--- src/rtl/clk_div_gen_pkg.sv ---
`default_nettype none
// +--------------------------------------------------------------------+
// | clk_div_gen_pkg : shared FSM encodings and constants for clk_div_gen
// | Revision 1.0                                                       |
// +--------------------------------------------------------------------+
package clk_div_gen_pkg;

    typedef enum logic [0:0] {
        ST_LOCKING = 1'b0,
        ST_LOCKED  = 1'b1
    } top_state_t;

    typedef enum logic [1:0] {
        CH_IDLE = 2'd0,
        CH_HIGH = 2'd1,
        CH_LOW  = 2'd2
    } ch_state_t;

    localparam int DEFAULT_DIV = 1;

endpackage
`default_nettype wire

--- src/rtl/clk_div_gen_if.sv ---
`default_nettype none
// +--------------------------------------------------------------------+
// | clk_div_gen_if : control/status bundle of clk_div_gen              |
// | Optional macro: CLK_DIV_GEN_RELOCK_CNT_EN adds RELOCK_CNT_OUT      |
// | Revision 1.0                                                       |
// +--------------------------------------------------------------------+
interface clk_div_gen_if #(
    parameter int NUM_CH = 2,
    parameter int DIV_W  = 8
);
    logic [NUM_CH*DIV_W-1:0] DIV_IN;
    logic                    DIV_LOAD_IN;
    logic [NUM_CH-1:0]       CLK_EN_IN;
    logic [NUM_CH-1:0]       CLK_OUT;
    logic [NUM_CH-1:0]       TICK_OUT;
    logic                    LOCKED_OUT;
`ifdef CLK_DIV_GEN_RELOCK_CNT_EN
    logic [7:0]              RELOCK_CNT_OUT;
`endif

    modport master (
        output DIV_IN,
        output DIV_LOAD_IN,
        output CLK_EN_IN,
        input  CLK_OUT,
        input  TICK_OUT,
`ifdef CLK_DIV_GEN_RELOCK_CNT_EN
        input  RELOCK_CNT_OUT,
`endif
        input  LOCKED_OUT
    );

    modport slave (
        input  DIV_IN,
        input  DIV_LOAD_IN,
        input  CLK_EN_IN,
        output CLK_OUT,
        output TICK_OUT,
`ifdef CLK_DIV_GEN_RELOCK_CNT_EN
        output RELOCK_CNT_OUT,
`endif
        output LOCKED_OUT
    );
endinterface
`default_nettype wire

--- src/rtl/clk_div_ch.sv ---
`default_nettype none
// +--------------------------------------------------------------------+
// | clk_div_ch : one divided-clock channel (IDLE/HIGH/LOW phase FSM)   |
// | Revision 1.0                                                       |
// +--------------------------------------------------------------------+
module clk_div_ch
    import clk_div_gen_pkg::*;
#(
    parameter int DIV_W = 8
) (
    input  wire logic             clk,
    input  wire logic             rst_n,
    input  wire logic             go,
    input  wire logic             en,
    input  wire logic [DIV_W-1:0] div,
    output logic                  clk_out,
    output logic                  tick_out
);

    ch_state_t        state, state_nxt;
    logic [DIV_W-1:0] cnt, cnt_nxt;
    logic             clk_nxt, tick_nxt;
    logic [DIV_W-1:0] div_eff;
    logic [DIV_W-1:0] last;

    assign div_eff = (div == '0) ? DIV_W'(DEFAULT_DIV) : div;
    assign last    = div_eff - DIV_W'(1);

    always_ff @(posedge clk) begin
        if (!rst_n) begin
            state    <= CH_IDLE;
            cnt      <= '0;
            clk_out  <= 1'b0;
            tick_out <= 1'b0;
        end else begin
            state    <= state_nxt;
            cnt      <= cnt_nxt;
            clk_out  <= clk_nxt;
            tick_out <= tick_nxt;
        end
    end

    always_comb begin
        state_nxt = state;
        cnt_nxt   = cnt;
        clk_nxt   = clk_out;
        tick_nxt  = 1'b0;
        // go is the lock state for the coming edge, so a held enable rises with LOCKED_OUT
        if (!go) begin
            state_nxt = CH_IDLE;
            cnt_nxt   = '0;
            clk_nxt   = 1'b0;
        end else begin
            case (state)
                CH_IDLE: begin
                    clk_nxt = 1'b0;
                    if (en) begin
                        state_nxt = CH_HIGH;
                        cnt_nxt   = '0;
                        clk_nxt   = 1'b1;
                        tick_nxt  = 1'b1;
                    end
                end
                CH_HIGH: begin
                    if (cnt == last) begin
                        state_nxt = CH_LOW;
                        cnt_nxt   = '0;
                        clk_nxt   = 1'b0;
                    end else begin
                        cnt_nxt = cnt + DIV_W'(1);
                    end
                end
                CH_LOW: begin
                    if (!en) begin
                        state_nxt = CH_IDLE;
                        cnt_nxt   = '0;
                        clk_nxt   = 1'b0;
                    end else if (cnt == last) begin
                        state_nxt = CH_HIGH;
                        cnt_nxt   = '0;
                        clk_nxt   = 1'b1;
                        tick_nxt  = 1'b1;
                    end else begin
                        cnt_nxt = cnt + DIV_W'(1);
                    end
                end
                default: begin
                    state_nxt = CH_IDLE;
                    cnt_nxt   = '0;
                    clk_nxt   = 1'b0;
                end
            endcase
        end
    end

endmodule
`default_nettype wire

--- src/rtl/clk_div_gen.sv ---
`default_nettype none
// +--------------------------------------------------------------------+
// | clk_div_gen : multi-channel divided clock generator with lock seq. |
// | Optional macro: CLK_DIV_GEN_RELOCK_CNT_EN (relock pulse counter)   |
// | Revision 1.0                                                       |
// +--------------------------------------------------------------------+
module clk_div_gen
    import clk_div_gen_pkg::*;
#(
    parameter int NUM_CH      = 2,
    parameter int DIV_W       = 8,
    parameter int LOCK_CYCLES = 16,
    parameter int LOCK_W      = 5
) (
    input  wire logic   CLKIN_IN,
    input  wire logic   RSTN_IN,
    clk_div_gen_if.slave bus
);

    top_state_t              state, state_nxt;
    logic [LOCK_W-1:0]       lock_cnt, lock_cnt_nxt;
    logic [NUM_CH*DIV_W-1:0] div_reg;
    logic                    go;
    logic [NUM_CH-1:0]       clk_vec;
    logic [NUM_CH-1:0]       tick_vec;

    always_ff @(posedge CLKIN_IN) begin
        if (!RSTN_IN) begin
            state    <= ST_LOCKING;
            lock_cnt <= '0;
        end else begin
            state    <= state_nxt;
            lock_cnt <= lock_cnt_nxt;
        end
    end

    always_comb begin
        state_nxt    = state;
        lock_cnt_nxt = lock_cnt;
        case (state)
            ST_LOCKING: begin
                if (bus.DIV_LOAD_IN) begin
                    lock_cnt_nxt = '0;
                end else if (lock_cnt == LOCK_W'(LOCK_CYCLES - 1)) begin
                    state_nxt    = ST_LOCKED;
                    lock_cnt_nxt = '0;
                end else begin
                    lock_cnt_nxt = lock_cnt + LOCK_W'(1);
                end
            end
            ST_LOCKED: begin
                if (bus.DIV_LOAD_IN) begin
                    state_nxt    = ST_LOCKING;
                    lock_cnt_nxt = '0;
                end
            end
            default: begin
                state_nxt    = ST_LOCKING;
                lock_cnt_nxt = '0;
            end
        endcase
    end

    always_ff @(posedge CLKIN_IN) begin
        if (!RSTN_IN) begin
            div_reg <= {NUM_CH{DIV_W'(DEFAULT_DIV)}};
        end else if (bus.DIV_LOAD_IN) begin
            div_reg <= bus.DIV_IN;
        end
    end

    assign go             = (state_nxt == ST_LOCKED);
    assign bus.LOCKED_OUT = (state == ST_LOCKED);
    assign bus.CLK_OUT    = clk_vec;
    assign bus.TICK_OUT   = tick_vec;

    generate
        for (genvar k = 0; k < NUM_CH; k++) begin : g_ch
            clk_div_ch #(
                .DIV_W (DIV_W)
            ) u_ch (
                .clk      (CLKIN_IN),
                .rst_n    (RSTN_IN),
                .go       (go),
                .en       (bus.CLK_EN_IN[k]),
                .div      (div_reg[k*DIV_W +: DIV_W]),
                .clk_out  (clk_vec[k]),
                .tick_out (tick_vec[k])
            );
        end
    endgenerate

`ifdef CLK_DIV_GEN_RELOCK_CNT_EN
    logic [7:0] relock_cnt;

    always_ff @(posedge CLKIN_IN) begin
        if (!RSTN_IN) begin
            relock_cnt <= 8'd0;
        end else if (bus.DIV_LOAD_IN && (state == ST_LOCKED) && (relock_cnt != 8'hFF)) begin
            relock_cnt <= relock_cnt + 8'd1;
        end
    end

    assign bus.RELOCK_CNT_OUT = relock_cnt;
`endif

endmodule
`default_nettype wire

--- src/flat_wrapper.sv ---
// flat-port wrapper written by rule: the top's interface ports become plain ports
module clk_div_gen_flat import clk_div_gen_pkg::*;
#(
    parameter int NUM_CH      = 2,
    parameter int DIV_W       = 8,
    parameter int LOCK_CYCLES = 16,
    parameter int LOCK_W      = 5
)
  (CLKIN_IN, RSTN_IN, bus_DIV_IN, bus_DIV_LOAD_IN, bus_CLK_EN_IN, bus_CLK_OUT, bus_TICK_OUT, bus_LOCKED_OUT);
  clk_div_gen_if #(.NUM_CH(NUM_CH), .DIV_W(DIV_W)) bus_i ();
  input  wire logic CLKIN_IN;
  input  wire logic RSTN_IN;
  input wire logic [$bits(bus_i.DIV_IN)-1:0] bus_DIV_IN;
  input wire logic [$bits(bus_i.DIV_LOAD_IN)-1:0] bus_DIV_LOAD_IN;
  input wire logic [$bits(bus_i.CLK_EN_IN)-1:0] bus_CLK_EN_IN;
  output wire logic [$bits(bus_i.CLK_OUT)-1:0] bus_CLK_OUT;
  output wire logic [$bits(bus_i.TICK_OUT)-1:0] bus_TICK_OUT;
  output wire logic [$bits(bus_i.LOCKED_OUT)-1:0] bus_LOCKED_OUT;
  assign bus_i.DIV_IN = bus_DIV_IN;
  assign bus_i.DIV_LOAD_IN = bus_DIV_LOAD_IN;
  assign bus_i.CLK_EN_IN = bus_CLK_EN_IN;
  assign bus_CLK_OUT = bus_i.CLK_OUT;
  assign bus_TICK_OUT = bus_i.TICK_OUT;
  assign bus_LOCKED_OUT = bus_i.LOCKED_OUT;
  clk_div_gen #(.NUM_CH(NUM_CH), .DIV_W(DIV_W), .LOCK_CYCLES(LOCK_CYCLES), .LOCK_W(LOCK_W)) u_core (.CLKIN_IN(CLKIN_IN), .RSTN_IN(RSTN_IN), .bus(bus_i));
endmodule
--- config.mk ---
export PLATFORM = sky130hd
export DESIGN_NAME = clk_div_gen_flat
export DESIGN_NICKNAME = d
export VERILOG_FILES = /design/src/rtl/clk_div_gen_pkg.sv /design/src/rtl/clk_div_gen_if.sv /design/src/rtl/clk_div_ch.sv /design/src/rtl/clk_div_gen.sv /design/src/flat_wrapper.sv
export SDC_FILE = /design/constraint.sdc
export NUM_CORES = 1
export LEC_CHECK = 0
export CAP_MARGIN = 0
export CORE_ASPECT_RATIO = 1.75
export CORE_UTILIZATION = 45
export DETAILED_ROUTE_END_ITERATION = 7
export GPL_TIMING_DRIVEN = 0
export SYNTH_ARGS = -nofsm -noshare
export SYNTH_HDL_FRONTEND = slang
export SYNTH_SLANG_ARGS = --single-unit
--- constraint.sdc ---
create_clock -name CLKIN_IN -period 7.8 [get_ports CLKIN_IN]
set_clock_uncertainty 0.05 [all_clocks]
set_input_delay 1.56 -clock CLKIN_IN [delete_from_list [all_inputs] [get_ports CLKIN_IN]]
set_output_delay 1.56 -clock CLKIN_IN [all_outputs]
set_load 0.02 [all_outputs]
# Word level (Yosys, flattened, before mapping)
# Index checks and enable logic that the tools add are counted.
# totals
out_inout_bits	5
elab_cells	84
register_bits	46
# op_classes
mux	44
n_reduce_logical	9
bitwise	1
addsub	5
n_eq_ne	14
# op_table
operator	count
8-bit two-way mux	8
8-bit case mux with 3 select lines	2
8-bit by 1-bit adder with 8-bit output (second input constant)	2
8-bit equality test	2
8-bit logical NOT	2
2-bit two-way mux	8
8-bit by 1-bit subtractor with 8-bit output (second input constant)	2
1-bit two-way mux	15
5-bit two-way mux	3
2-bit case mux with 3 select lines	2
2-bit inequality test (second input constant)	5
5-bit case mux with 2 select lines	1
3-bit inequality test (second input constant)	2
1-bit case mux with 2 select lines	3
1-bit case mux with 3 select lines	2
2-bit AND reduction	3
3-bit AND reduction	2
5-bit by 1-bit adder with 5-bit output (second input constant)	1
5-bit by 4-bit equality test with 1-bit output (second input constant)	1
2-bit by 1-bit equality test with 1-bit output (second input constant)	2
2-bit equality test (second input constant)	2
2-bit logical NOT	2
1-bit NOT	1

# Logic depth before layout (Yosys ltp)
# logic_depth
ltp_word	7
ltp_mapped	12
ltp_nobuf	10

# By module
# Synthesis repeated with hierarchy kept, for this count alone.
# unflattened
cells_unflattened	298
hier_area_um2	2702.6
# modules_own_cells
module	area_each_um2	cells_each	instances	seq_area_each_um2
clk_div_ch	914.6	109	2	240.2
clk_div_gen	873.3	80	1	440.4

# Least setup slack after synthesis
# No wires, ideal clock.
# synth_path
path_kind	input port to flip-flop
startpoint	input port bus_DIV_LOAD_IN
endpoint	register u_core.g_ch[1].u_ch.cnt[6]
t_required_ns	7.681
stages	7
slack_ns	4.435
n_path_buf	2
arrival_ns	3.246
cell_sequence	buf_2 > nand2b_1 > or2_2 > clkbuf_1 > a2111o_1 > or3_1 > o21ai_1
# synth_between
elab_chain_cells	3
word_cells_on_any_way	4
# synth_lines
element	line_no	source
start: declaration	flat_wrapper.sv:14	input wire logic [$bits(bus_i.DIV_LOAD_IN)-1:0] bus_DIV_LOAD_IN;
1-bit two-way mux, on equally long branches	clk_div_gen.sv:52, clk_div_gen.sv:42	
1-bit case mux with 2 select lines *	clk_div_gen.sv:40	case (state)
2-bit AND reduction (no line) *	n/a	
end signal: assignment	clk_div_ch.sv:37	cnt <= cnt_nxt;
end: declaration	clk_div_ch.sv:21	logic [DIV_W-1:0] cnt, cnt_nxt;
# Every way passes the cells marked *; elsewhere a longest branch is shown, timed or not.
# A chain may end at the register's enable or synchronous reset.

# Worst setup path in the final report
# layout_path
startpoint	input port RSTN_IN
endpoint	register u_core.g_ch[1].u_ch.cnt[7]
# layout_between
elab_chain_cells	1
# layout_lines
element	line_no	source
start: declaration	flat_wrapper.sv:12	input wire logic RSTN_IN;
2-bit AND reduction (no line)	n/a	
# Every way passes these cells.

==> results.py <==
metrics = {
    "logic_synthesis": {
        "synth_edf_count": 0,
        "synth_nets": 366,
        "async_reset_ff_frac": 0,
        "synth_top_area_frac": 0.327,
        "synth_commonest_cells": "46 x dfxtp_1, 34 x nand2_1, 23 x nor2b_1",
        "synth_cell_types": 57,
        "synth-seq-cells": 46,
        "syn_inst": 332,
        "seq_area_frac_synth": 0.327,
        "syn_area_sq_um": 2810,
        "yosys-top-cells-area": "dfxtp_1 33%, mux2i_1 7.5%, ha_1 5.8%, nor2b_1 5.1%, nand2_1 4.5%",
        "dominantRegCellSynth": "dfxtp_1",
        "yosysMostFrequentCell": "dfxtp_1",
        "yosysTopAreaCell": "dfxtp_1",
        "yosysWarningCount": 0,
        "syn_area_per_cell_sq_um": 8.48,
    },
    "timing": {
        "finalCriticalPeriod_ns": 3.78,
        "hold_viol": 0,
        "setup_tns_ns": 0,
        "finalCritPeriodShare": 0.485,
        "max_slew_margin": 0.543,
        "rsz0062_at_grt": "false",
        "max_freq_mhz": 264,
        "tightestPinTransition_ns": 0.686,
        "slew_violations": 0,
        "setup_viol": 0,
    },
    "placement": {
        "placed_area_sq_um": 3150,
        "gp_congestion": 0.790,
        "dp_hpwl_mm": 4.70,
        "portBuffers": 24,
    },
    "clocking": {
        "ctsHoldBuffers": 0,
        "clock-root-buffer": "clkbuf_8",
        "cts_sinks": 46,
        "clk-insertion-delay-late_ns": 0.30,
        "cts_tree": "yes",
        "postCtsResizedCells": 0,
        "h-tree-depth": 2,
        "cts-buffers-inserted": 5,
        "cts_setup_buffers": 0,
        "clk_pin_slew_ns": 0.09,
        "clockBufferDepth": 2,
    },
    "hold_path": {
        "hold_path_depth": 1,
        "min_path_type": "flop to flop",
        "min-delay-start": "u_core.lock_cnt[4]",
        "min_to": "u_core.lock_cnt[4]",
    },
    "cells_and_area": {
        "drive_gt1_frac": 0.0824,
        "syn_to_final_growth_pct": 16.1,
        "antennaDiodeCount": 0,
        "nNetsFinal": 397,
        "stdcell_area_sq_um": 3270,
    },
    "setup_path": {
        "critPathMostFrequentCell": "clkbuf_1",
        "reg2reg_from": "u_core.div_reg[3]",
        "rr_worst_depth": 11,
        "critPathMaxFanout": 10,
        "r2r-end": "u_core.g_ch[0].u_ch.state[0]",
        "critPathRequiredTime_ns": 7.96,
        "crit_type": "primary input to flop",
        "cp_slowest_stage_delay_ns": 0.59,
        "worst-path-stages": 8,
        "r2r_slack_ns": 4.65,
        "end_kind": "flop",
        "path_delay_family": "buffers and inverters",
        "start_kind": "primary input",
        "cp.buffers_inverters": 4,
        "cp.arrival_ns": 3.94,
        "slowest_stage": "clkdlybuf4s50_1",
        "path_cells": "clkdlybuf4s50_1 -> nand2b_1 -> or2_2 -> clkbuf_1 -> inv_1 -> clkbuf_1 -> o211ai_1 -> o41ai_1",
    },
    "global_routing": {
        "grt_pass1_vias": 2330,
        "grt_pass1_wl_mm": 10.1,
        "grt.overflow.total": 0,
        "grt_start_max_net_pins": 16,
        "antenna_found_initial": 0,
        "grt_use_total": 0.204,
    },
    "routing": {
        "avgViaCountPerCell": 5.48,
        "wirelength_mm": 6.22,
        "post_drt_wl_per_cell_um": 14.1,
        "drc_errors": 0,
        "drtIter0Drc": 80,
        "postRouteAntennaNets": 0,
        "drtPass1Iterations": 4,
        "vias": 2422,
    },
    "die": {
        "fp.dieH_um": 107,
        "rows": 37,
        "pin_count": 26,
        "initial_core_util": 0.471,
        "die_w_um": 61.8,
        "die-area_sq_um": 6590,
        "core_area_sq_um": 5970,
    },
    "pwr": {
        "p_per_area_nw_per_um2": 155,
        "p_leak_nw": 1.22,
        "ir_worst_vdd_v": 0.000102,
    },
    "job": {
        "cap_violations": 0,
    },
    "status": {
        "run_status": "complete, no violations",
    },
}
## worst reg2reg max path: cells and delay by family (launching register included)
| family | cells | cell delay, ns |
|---|---|---|
| AND/OR/NAND/NOR | 6 | 1.50 |
| AO/OA/AOI/OAI | 2 | 0.51 |
| flip-flops | 1 | 0.31 |
| adder cells (fa/ha/maj) | 1 | 0.29 |
| buffers and inverters | 1 | 0.22 |
| multiplexers | 1 | 0.20 |
## final cells by class
type | count | area (sq um)
Fill cell | 580 | 2710
Multi-Input combinational cell | 254 | 1750
Sequential cell | 46 | 921
Timing Repair Buffer | 24 | 240
Buffer | 21 | 105
Tap cell | 78 | 97.6
Clock buffer | 5 | 68.8
Clock inverter | 3 | 45.0
Inverter | 11 | 41.3
## routing by layer
metal  vias to the layer above  track usage  wire (um)
met5                         -            0          0
met4                         0       0.0889        191
met3                        14       0.0362        164
met2                        39        0.371       3330
met1                      1123        0.215       2530
li1                       1246            -          -
## how the worst max path moves through the flow
stage | start | end
3_5_place_dp | RSTN_IN | u_core.g_ch[1].u_ch.cnt[7]
5_1_grt | RSTN_IN | u_core.g_ch[1].u_ch.cnt[7]
3_3_place_gp | RSTN_IN | u_core.g_ch[1].u_ch.cnt[5]
6_report | RSTN_IN | u_core.g_ch[1].u_ch.cnt[7]
4_1_cts | RSTN_IN | u_core.g_ch[1].u_ch.cnt[7]
2_1_floorplan | bus_DIV_LOAD_IN | u_core.g_ch[1].u_ch.cnt[6]
## stage by stage
stage,hold slack (ns),power [mW],worst slack (ns),cells,utilization
final,0.428,0.505,4.02,442,0.547
after global routing,0.446,0.530,3.79,442,0.547
after CTS,0.432,0.513,3.99,442,0.547
after detailed placement,0.418,0.329,3.66,434,0.528
after global placement,0.417,0.328,3.66,434,0.528
after floorplan,0.408,0.306,4.44,332,-
## cell usage in the layout, fill, tap and decap left out, types with 4 or more instances in the layout
master / count
xor2_1: 8
clkbuf_1: 11
nor2_1: 20
buf_4: 4
nor4_1: 5
clkdlybuf4s50_1: 24
a21oi_1: 13
mux2i_1: 21
nand3_1: 18
nor2b_1: 23
a31oi_1: 10
nand2_1: 34
inv_1: 11
ha_1: 13
nor3_1: 11
xnor2_1: 8
clkbuf_8: 5
o211ai_1: 4
or3_1: 7
or2_2: 4
o21ai_0: 4
dfxtp_1: 46
## cells by family (layout without fill, tap and decap cells)
kind of cell / after synthesis / after routing / share of synthesized area
compound gates: 58 / 58 / 0.152
xor+xnor: 16 / 16 / 0.0498
fa+ha+maj: 13 / 13 / 0.0578
buf+inv: 32 / 64 / 0.0520
flops: 46 / 46 / 0.327
mux: 21 / 21 / 0.0747
simple gates: 146 / 146 / 0.287
## power breakdown
group          total (mW)  internal, mW  switching (mW)
Clock               0.182        0.0954          0.0865
Combinational      0.0748        0.0371          0.0377
Sequential          0.248         0.240         0.00803
No activity file was read; power rests on OpenSTA's default activity.
